**config.mk**
```make
export PLATFORM = sky130hd
export DESIGN_NAME = fpu_stream_ctrl
export DESIGN_NICKNAME = d
export VERILOG_FILES = /design/src/rtl/fpu_pkg.sv /design/src/rtl/fpu_rsp_fifo.sv /design/src/rtl/fpu_stream_ctrl.sv
export SDC_FILE = /design/constraint.sdc
export NUM_CORES = 1
export LEC_CHECK = 0
export ABC_AREA = 1
export CORE_UTILIZATION = 56
export CTS_CLUSTER_DIAMETER = 60
export DETAILED_ROUTE_END_ITERATION = 10
export PLACE_DENSITY = 0.86
export SLEW_MARGIN = 5
export SYNTH_ARGS = -nofsm -noshare
export SYNTH_HDL_FRONTEND = slang
export SYNTH_SLANG_ARGS = --single-unit
```
**constraint.sdc**
```tcl
create_clock -name clk -period 7.6 [get_ports clk]
set_input_delay 1.14 -clock clk [delete_from_list [all_inputs] [get_ports clk]]
set_output_delay 1.14 -clock clk [all_outputs]
set_load 0.01 [all_outputs]
```
**src/rtl/fpu_pkg.sv**
```systemverilog
`default_nettype none
// ============================================================================
//  Module      : fpu_pkg
//  Description : Shared opcodes, flag indices and response-entry type for the
//                bfloat16 FPU stream front end.
//  Revision    : 1.0 - initial release
// ============================================================================
package fpu_pkg;

    localparam logic [3:0]  OP_ADD    = 4'b0001;
    localparam logic [3:0]  OP_SUB    = 4'b0010;
    localparam logic [3:0]  OP_MUL    = 4'b0100;
    localparam logic [3:0]  OP_DIV    = 4'b1000;

    localparam logic [15:0] BF16_QNAN = 16'h7FC0;

    localparam int FLG_DZ  = 0;
    localparam int FLG_OVF = 1;
    localparam int FLG_ILL = 2;

    typedef struct packed {
        logic [15:0] data;
        logic [3:0]  tag;
        logic [2:0]  flags;
    } rsp_entry_t;

    function automatic logic op_is_legal(input logic [3:0] op);
        case (op)
            OP_ADD, OP_SUB, OP_MUL, OP_DIV: return 1'b1;
            default:                        return 1'b0;
        endcase
    endfunction

endpackage
`default_nettype wire

```
**src/rtl/fpu_rsp_fifo.sv**
```systemverilog
`default_nettype none
// ============================================================================
//  Module      : fpu_rsp_fifo
//  Description : Synchronous FIFO holding FPU responses; push and pop may
//                coincide at any fill level, head is valid while count != 0.
//  Revision    : 1.0 - initial release
// ============================================================================
module fpu_rsp_fifo
    import fpu_pkg::*;
#(
    parameter int WIDTH = 23,
    parameter int DEPTH = 4
) (
    input  logic                     clk,
    input  logic                     rst,
    input  logic                     push_i,
    input  logic [WIDTH-1:0]         push_data_i,
    input  logic                     pop_i,
    output logic [WIDTH-1:0]         head_o,
    output logic [$clog2(DEPTH):0]   count_o
);

    localparam int AW = $clog2(DEPTH);

    logic [WIDTH-1:0] mem_q [DEPTH];
    logic [AW-1:0]    wr_ptr_q;
    logic [AW-1:0]    rd_ptr_q;
    logic [AW:0]      count_q;

    // Storage carries no reset; only pointers and count define occupancy.
    always_ff @(posedge clk) begin
        if (push_i) begin
            mem_q[wr_ptr_q] <= push_data_i;
        end
    end

    always_ff @(posedge clk) begin
        if (rst) begin
            wr_ptr_q <= '0;
            rd_ptr_q <= '0;
            count_q  <= '0;
        end else begin
            if (push_i) begin
                wr_ptr_q <= wr_ptr_q + AW'(1);
            end
            if (pop_i) begin
                rd_ptr_q <= rd_ptr_q + AW'(1);
            end
            case ({push_i, pop_i})
                2'b10:   count_q <= count_q + (AW+1)'(1);
                2'b01:   count_q <= count_q - (AW+1)'(1);
                default: count_q <= count_q;
            endcase
        end
    end

    assign head_o  = mem_q[rd_ptr_q];
    assign count_o = count_q;

endmodule
`default_nettype wire

```
**src/rtl/fpu_stream_ctrl.sv**
```systemverilog
`default_nettype none
// ============================================================================
//  Module      : fpu_stream_ctrl
//  Description : Valid/ready front end for the combinational bfloat16 FPU:
//                execute register, response FIFO and saturating statistics.
//  Revision    : 1.0 - initial release
// ============================================================================
module fpu_stream_ctrl
    import fpu_pkg::*;
#(
    parameter int DEPTH = 4,
    parameter int CNT_W = 16
) (
    input  logic             clk,
    input  logic             rst,
    input  logic             req_valid_i,
    output logic             req_ready_o,
    input  logic [3:0]       req_op_i,
    input  logic [15:0]      req_a_i,
    input  logic [15:0]      req_b_i,
    input  logic [3:0]       req_tag_i,
    output logic [3:0]       fpu_op_o,
    output logic [15:0]      fpu_in1_o,
    output logic [15:0]      fpu_in2_o,
    input  logic [15:0]      fpu_out_i,
    input  logic             fpu_div_zero_i,
    input  logic             fpu_overflow_i,
    output logic             rsp_valid_o,
    input  logic             rsp_ready_i,
    output logic [15:0]      rsp_data_o,
    output logic [3:0]       rsp_tag_o,
    output logic [2:0]       rsp_flags_o,
    input  logic             stat_clr_i,
    output logic [CNT_W-1:0] stat_ops_o,
    output logic [CNT_W-1:0] stat_err_o,
    output logic             busy_o
);

    localparam int              AW      = $clog2(DEPTH);
    localparam logic [AW+1:0]   C_DEPTH = (AW+2)'(DEPTH);

    logic             e_valid_q;
    logic [3:0]       e_op_q;
    logic [15:0]      e_a_q;
    logic [15:0]      e_b_q;
    logic [3:0]       e_tag_q;

    logic [CNT_W-1:0] stat_ops_q, stat_ops_d;
    logic [CNT_W-1:0] stat_err_q, stat_err_d;

    logic             w_req_fire;
    logic             w_legal;
    logic             w_pop;
    logic [AW:0]      w_count;
    logic [AW+1:0]    w_occ;
    rsp_entry_t       w_push_entry;
    rsp_entry_t       w_head;

    // Ready looks only at registered occupancy, so a push can never overflow.
    assign w_occ       = {1'b0, w_count} + {{(AW+1){1'b0}}, e_valid_q};
    assign req_ready_o = (w_occ < C_DEPTH);
    assign w_req_fire  = req_valid_i & req_ready_o;

    always_ff @(posedge clk) begin
        if (rst) begin
            e_valid_q <= 1'b0;
        end else begin
            e_valid_q <= w_req_fire;
        end
        if (w_req_fire) begin
            e_op_q  <= req_op_i;
            e_a_q   <= req_a_i;
            e_b_q   <= req_b_i;
            e_tag_q <= req_tag_i;
        end
    end

    assign w_legal   = op_is_legal(e_op_q);
    assign fpu_op_o  = (e_valid_q && w_legal) ? e_op_q : 4'b0000;
    assign fpu_in1_o = (e_valid_q && w_legal) ? e_a_q  : 16'h0000;
    assign fpu_in2_o = (e_valid_q && w_legal) ? e_b_q  : 16'h0000;

    always_comb begin
        w_push_entry      = '0;
        w_push_entry.tag  = e_tag_q;
        if (w_legal) begin
            w_push_entry.data           = fpu_out_i;
            w_push_entry.flags[FLG_OVF] = fpu_overflow_i;
            w_push_entry.flags[FLG_DZ]  = fpu_div_zero_i;
        end else begin
            w_push_entry.data           = BF16_QNAN;
            w_push_entry.flags[FLG_ILL] = 1'b1;
        end
    end

    fpu_rsp_fifo #(
        .WIDTH ($bits(rsp_entry_t)),
        .DEPTH (DEPTH)
    ) u_fifo (
        .clk         (clk),
        .rst         (rst),
        .push_i      (e_valid_q),
        .push_data_i (w_push_entry),
        .pop_i       (w_pop),
        .head_o      (w_head),
        .count_o     (w_count)
    );

    assign rsp_valid_o = (w_count != '0);
    assign w_pop       = rsp_valid_o & rsp_ready_i;
    assign rsp_data_o  = rsp_valid_o ? w_head.data  : 16'h0000;
    assign rsp_tag_o   = rsp_valid_o ? w_head.tag   : 4'h0;
    assign rsp_flags_o = rsp_valid_o ? w_head.flags : 3'b000;
    assign busy_o      = e_valid_q | rsp_valid_o;

    always_comb begin
        stat_ops_d = stat_ops_q;
        stat_err_d = stat_err_q;
        if (stat_clr_i) begin
            stat_ops_d = '0;
            stat_err_d = '0;
        end else if (e_valid_q) begin
            if (stat_ops_q != '1) begin
                stat_ops_d = stat_ops_q + CNT_W'(1);
            end
            if ((w_push_entry.flags != 3'b000) && (stat_err_q != '1)) begin
                stat_err_d = stat_err_q + CNT_W'(1);
            end
        end
    end

    always_ff @(posedge clk) begin
        if (rst) begin
            stat_ops_q <= '0;
            stat_err_q <= '0;
        end else begin
            stat_ops_q <= stat_ops_d;
            stat_err_q <= stat_err_d;
        end
    end

    assign stat_ops_o = stat_ops_q;
    assign stat_err_o = stat_err_q;

endmodule
`default_nettype wire

```
**Yosys cells after proc, flatten, opt, wreduce, memory -nomap -nowiden**

Memory sizes are Yosys's and may differ from the RTL's. A register that Yosys moved wholly into a read port is not among the register bits.
Index checks and enable logic that the tools add are counted.

- Flip-flop bits (word level): 80
- Bits in writable memories: 92
- Word-level logic and storage cells: 54
- Memories: 1

Memory list:

| name | words | width | rd ports | clocked after memory_dff | wr ports | line | source |
|---|---|---|---|---|---|---|---|
| u_fifo.mem_q | 4 | 23 | 1 | 1 | 1 | fpu_rsp_fifo.sv:25 | `logic [WIDTH-1:0] mem_q [DEPTH];` |

- $add $sub $neg: 7
- Magnitude comparators: 1
- Equal/unequal tests: 8
- Multiplexer cells: 15
- Bitwise gates (word level): 3
- Reductions and logical operators: 9

Operators by type and width:

| kind | number |
|---|---|
| $mux W16 | 4 |
| $add A16 B1 Y16 const B | 2 |
| $ne A16 B16 Y1 const B | 2 |
| $mux W4 | 2 |
| $mux W2 | 3 |
| $pmux W3 S2 | 1 |
| $reduce_bool A3 Y1 | 2 |
| $add A2 B1 Y2 const B | 2 |
| $add A3 B1 Y4 | 1 |
| $eq A4 B1 Y1 const B | 1 |
| $eq A4 B2 Y1 const B | 1 |
| $eq A4 B3 Y1 const B | 1 |
| $eq A4 B4 Y1 const B | 1 |
| $lt A4 B3 Y1 const B | 1 |
| $mux W1 | 4 |
| $reduce_and A2 Y1 | 2 |
| $reduce_or A4 Y1 | 1 |
| $add A3 B1 Y3 const B | 1 |
| $mux W3 | 1 |
| $sub A3 B1 Y3 const B | 1 |
| $and A1 B1 Y1 | 2 |
| $eq A2 B1 Y1 const B | 1 |
| $eq A2 B2 Y1 const B | 1 |
| $logic_and A1 B1 Y1 | 2 |
| 3 further kinds | 3 |

**Longest topological paths before layout**

- Depth in word-level cells: 7
- Mapped depth: 11

**By module**

From an unflattened synthesis, not the netlist that was laid out.

- Cell total of the unflattened synthesis: 790
- Area, all modules: 8094.0 sq um

Modules (own cells, without submodules):

| module | instances | cells each | area each (sq um) | seq. area each (sq um) |
|---|---|---|---|---|
| fpu_rsp_fifo | 1 | 277 | 4170.2 | 2942.8 |
| fpu_stream_ctrl | 1 | 513 | 3923.8 | 1861.8 |

**Worst setup path after synthesis**

OpenSTA, ideal clock, no wires.

- Path kind: input -> register
- Start point: input req_valid_i
- End point: register e_a_q[0], enable pin
- Setup time: 0.487 ns
- Arrival time: 3.931 ns
- Required time: 7.113 ns
- Slack: 3.182 ns
- Stages: 2
- Buffers on the path: 0
- Path through: inv_1 > nor3_1

- Longest elaborated chain between the ends: 1

Ends and longest elaborated chain:

| item | line | source |
|---|---|---|
| start, declared | fpu_stream_ctrl.sv:16 | `input logic req_valid_i,` |
| $and A1 B1 Y1 | fpu_stream_ctrl.sv:62 | `assign w_req_fire = req_valid_i & req_ready_o;` |
| named net w_req_fire | fpu_stream_ctrl.sv:51 | `logic w_req_fire;` |
| end signal, assigned | fpu_stream_ctrl.sv:72 | `e_a_q <= req_a_i;` |
| end, declared | fpu_stream_ctrl.sv:44 | `logic [15:0] e_a_q;` |

The timed path passes the listed nets, and every way through them passes these cells.
A chain may end at the register's enable or synchronous reset.

**Final worst setup path**

- Start point: register e_op_q[2]
- End point: output fpu_in1_o[2]

- Longest elaborated chain between the ends: 5
- Elaborated cells on any way between the ends: 8

Ends and longest elaborated chain:

| item | line | source |
|---|---|---|
| start, declared | fpu_stream_ctrl.sv:43 | `logic [3:0] e_op_q;` |
| start signal, assigned | fpu_stream_ctrl.sv:71 | `e_op_q <= req_op_i;` |
| $eq A4 B1 Y1 (tied with other cells) | fpu_pkg.sv:28 | `case (op)` |
| $reduce_or A4 Y1 * | fpu_pkg.sv:28 |  |
| $mux W1 * | fpu_pkg.sv:28 |  |
| $logic_and A1 B1 Y1 * | fpu_stream_ctrl.sv:80 | `assign fpu_in1_o = (e_valid_q && w_legal) ? e_a_q : 16'h0000;` |
| $mux W16 * | fpu_stream_ctrl.sv:80 |  |
| end, declared | fpu_stream_ctrl.sv:23 | `output logic [15:0] fpu_in1_o,` |

Mark *: on every way between the ends. The rest lies on a longest branch, timed or not.

==> impl_metrics.json <==
{
  "sequentialPowerShare_pct": 42.0,
  "cp_max_fo": 32,
  "preCtsSetupSlack_ns": 3.682,
  "skew_ns": 0.005955,
  "report.final.hold_viol_count": 0,
  "slew_headroom_pct": 29.36,
  "startpoint_type": "register",
  "worst_slew_pin_slew_ns": 1.058,
  "synthFlopType": "edfxtp_1",
  "cts_resized": 0,
  "critPathSlowestCell": "clkdlybuf4s50_1",
  "crit_chain": "inv_1 -> nand2_1 -> nand2_1 -> nand2_1 -> nor2_2 -> inv_1 -> nor2_1 -> clkdlybuf4s50_1",
  "required_ns": 6.46,
  "row_count": 42,
  "synth_fp_nets": 863,
  "p_sw_uw": 772.3,
  "fillCellCount": 924,
  "cts.clk_slew.worst_paths_ns": 0.06,
  "fin_util_pct": 75.04,
  "via_per_inst": 5.182,
  "htree_levels": 4,
  "p_leak_uw": 0.003778,
  "ant_nets": 0,
  "synthArstFlopShare_pct": 0,
  "ios": 157,
  "ys_warn_count": 0,
  "die-area_um2": 14310,
  "powerDensity_nw_per_um2": 273.8,
  "critPathBufInv": 3,
  "holdCritPathClass": "register to register",
  "clock-root-buffer": "clkbuf_16",
  "numCtsBuffers": 17,
  "nets": 1013,
  "path_class": "register to primary output",
  "n_antenna_cell": 0,
  "dp.final_hpwl_um": 10690,
  "slowest_delay_ns": 0.57,
  "fin_ws_ns": 3.177,
  "avgSynthCellArea_um2": 9.782,
  "ys_types": 40,
  "grt-ovfl-total": 0,
  "synth_enable_flop_cells": 132,
  "ctsHoldBuffers": 0,
  "insertion_delay_ns": 0.42,
  "grt_pass1_vias": 5472,
  "initial_core_util_pct": 58.04,
  "fin_crit_ns": 4.423,
  "wire_per_inst_um": 14.91,
  "grt_use_total_pct": 24.27,
  "grt_max_degree": 48,
  "p_int_uw": 1970,
  "fp.coreArea_um2": 13350,
  "synthCells": 792,
  "post-route-drc-count": 0,
  "cts_setup_buffers": 0,
  "tns_ns": 0,
  "timing.hold.ws_ns": 0.4871,
  "p_clk_share_pct": 32.6,
  "ir_worst_vdd_mv": 0.2084,
  "synth-seq-cells": 174,
  "drv_slew": 0,
  "drtIter0Drc": 458,
  "p_sw_share_pct": 28.16,
  "vias": 5861,
  "power_frac_comb_pct": 25.4,
  "die_h_um": 119.6,
  "rsz0062_at_grt": "no",
  "dr.pass1.iters": 6,
  "yosysSeqAreaShare_pct": 62.02,
  "io_buffers": 156,
  "crit_top_cell": "nand2_1",
  "wl_um": 16870,
  "synth_area_um2": 7747,
  "drive_gt1_share_pct": 8.377,
  "clock_sinks": 174,
  "end_kind": "primary output",
  "area_delta_synth_final_pct": 29.28,
  "cap_viol_max_count": 0,
  "crit_family": "simple AND/OR/NAND/NOR gates",
  "setup_viol": 0,
  "clock_path_buffers": 2,
  "die_w_um": 119.6,
  "status": "completed",
  "gp_congestion": 0.8513,
  "grt_pass1_wl_um": 26680,
  "period_share_pct": 58.20,
  "reg2reg_slack_ns": 5.35,
  "cts_tree": "done",
  "arrival_ns": 3.28,
  "max_freq_ghz": 0.2261,
  "antenna_found_initial": 0
}
[area by class of cell]
| class | count | area [µm²] | area share, % |
|---|---|---|---|
| inverters | 96 | 361.6 | 3.610 |
| well taps | 176 | 220.2 | 2.199 |
| flip-flops and latches | 174 | 4805 | 47.97 |
| clock inverters | 10 | 165.2 | 1.649 |
| clock buffers | 22 | 444.2 | 4.435 |
| multi-input cells | 493 | 2429 | 24.25 |
| repair buffers | 160 | 1592 | 15.89 |
[per-layer routing]
layer	wire length [µm]	share of wire [%]	vias to the layer above	global-route usage (%)
met1	7010	42	2729	30.26
met5	0	0	-	0.7353
met2	8408	50	230	40.50
met4	267	1.6	0	9.531
met3	1180	7.0	19	6.131
li1	-	-	2883	-
[layout by cell type (no fill, tap or decap), drive strengths merged, types with 6 or more instances in the layout]
master           n
a21oi           53
clkbuf          22
clkdlybuf4s50  156
clkinv           7
dfxtp           42
edfxtp         132
ha               7
inv             95
nand2          131
nand3           16
nand4           12
nor2           176
nor3             7
o21ai           52
or2              9
xnor2            6
xor2             9
[metrics by stage]
| step | instance area (µm²) | instances | total power (µW) |
|---|---|---|---|
| floorplan | 7747 | 792 | 1536 |
| global placement | 9407 | 1099 | 1849 |
| detailed placement | 9407 | 1099 | 1865 |
| CTS | 10020 | 1131 | 2752 |
| global route | 10020 | 1131 | 2861 |
| finish | 10020 | 1131 | 2742 |
[state kept, by name, indices dropped and copies added, names as in the netlist, named ones only]
| name | cells |
|---|---|
| stat_err_o | 16 |
| u_fifo.mem_q | 92 |
| e_tag_q | 4 |
| e_b_q | 16 |
| u_fifo.rd_ptr_q | 2 |
| u_fifo.wr_ptr_q | 2 |
| stat_ops_o | 16 |
| e_valid_q | 1 |
| e_a_q | 16 |
| u_fifo.count_o | 3 |
| e_op_q | 4 |
[power groups by stage]
stage          combinational [µW]  sequential [µW]  clock (µW)
6_report                      695             1150         894
5_1_grt                       760             1160         942
4_1_cts                       698             1150         901
3_5_place_dp                  693             1170           0
3_3_place_gp                  682             1170           0
2_1_floorplan                 374             1160           0
[synthesized netlist by cell type (3+ instances only)]
master | number | area [µm²]
nor2_1 | 166 | 623.1
edfxtp_1 | 132 | 3964
nand2_1 | 121 | 454.2
inv_1 | 90 | 337.8
o21ai_0 | 51 | 255.2
a21oi_1 | 44 | 220.2
dfxtp_1 | 42 | 840.8
nand3_1 | 13 | 65.06
clkbuf_1 | 12 | 45.04
nand4_1 | 12 | 75.07
buf_2 | 11 | 55.05
a21oi_2 | 9 | 78.83
or2_2 | 9 | 56.30
xor2_1 | 9 | 78.83
nand2_2 | 8 | 50.05
ha_1 | 7 | 87.58
nor2_2 | 6 | 37.54
xnor2_1 | 6 | 52.55
nor3_1 | 5 | 25.02
inv_2 | 4 | 15.01
nand3b_1 | 4 | 30.03
nor2_4 | 4 | 45.04
nor3b_1 | 3 | 22.52
[path summary, 6_finish.rpt]
check | start | to | cells after the start
max | e_op_q[2] | fpu_in1_o[2] | 8
min | e_tag_q[2] | u_fifo.mem_q[2][5] | 0
max reg2reg | u_fifo.count_o[2] | u_fifo.count_o[2] | 10
min reg2reg | e_tag_q[2] | u_fifo.mem_q[2][5] | 0
[cells by family (layout without fill, tap and decap cells)]
family / Yosys count / after routing / share of synthesized area (%)
simple gates: 361 / 361 / 20.53
flops: 174 / 174 / 62.02
buf+inv: 125 / 288 / 6.783
compound gates: 109 / 109 / 7.590
xor+xnor: 15 / 15 / 1.696
fa+ha+maj: 8 / 8 / 1.389
Power figures use the tool's default switching activity.
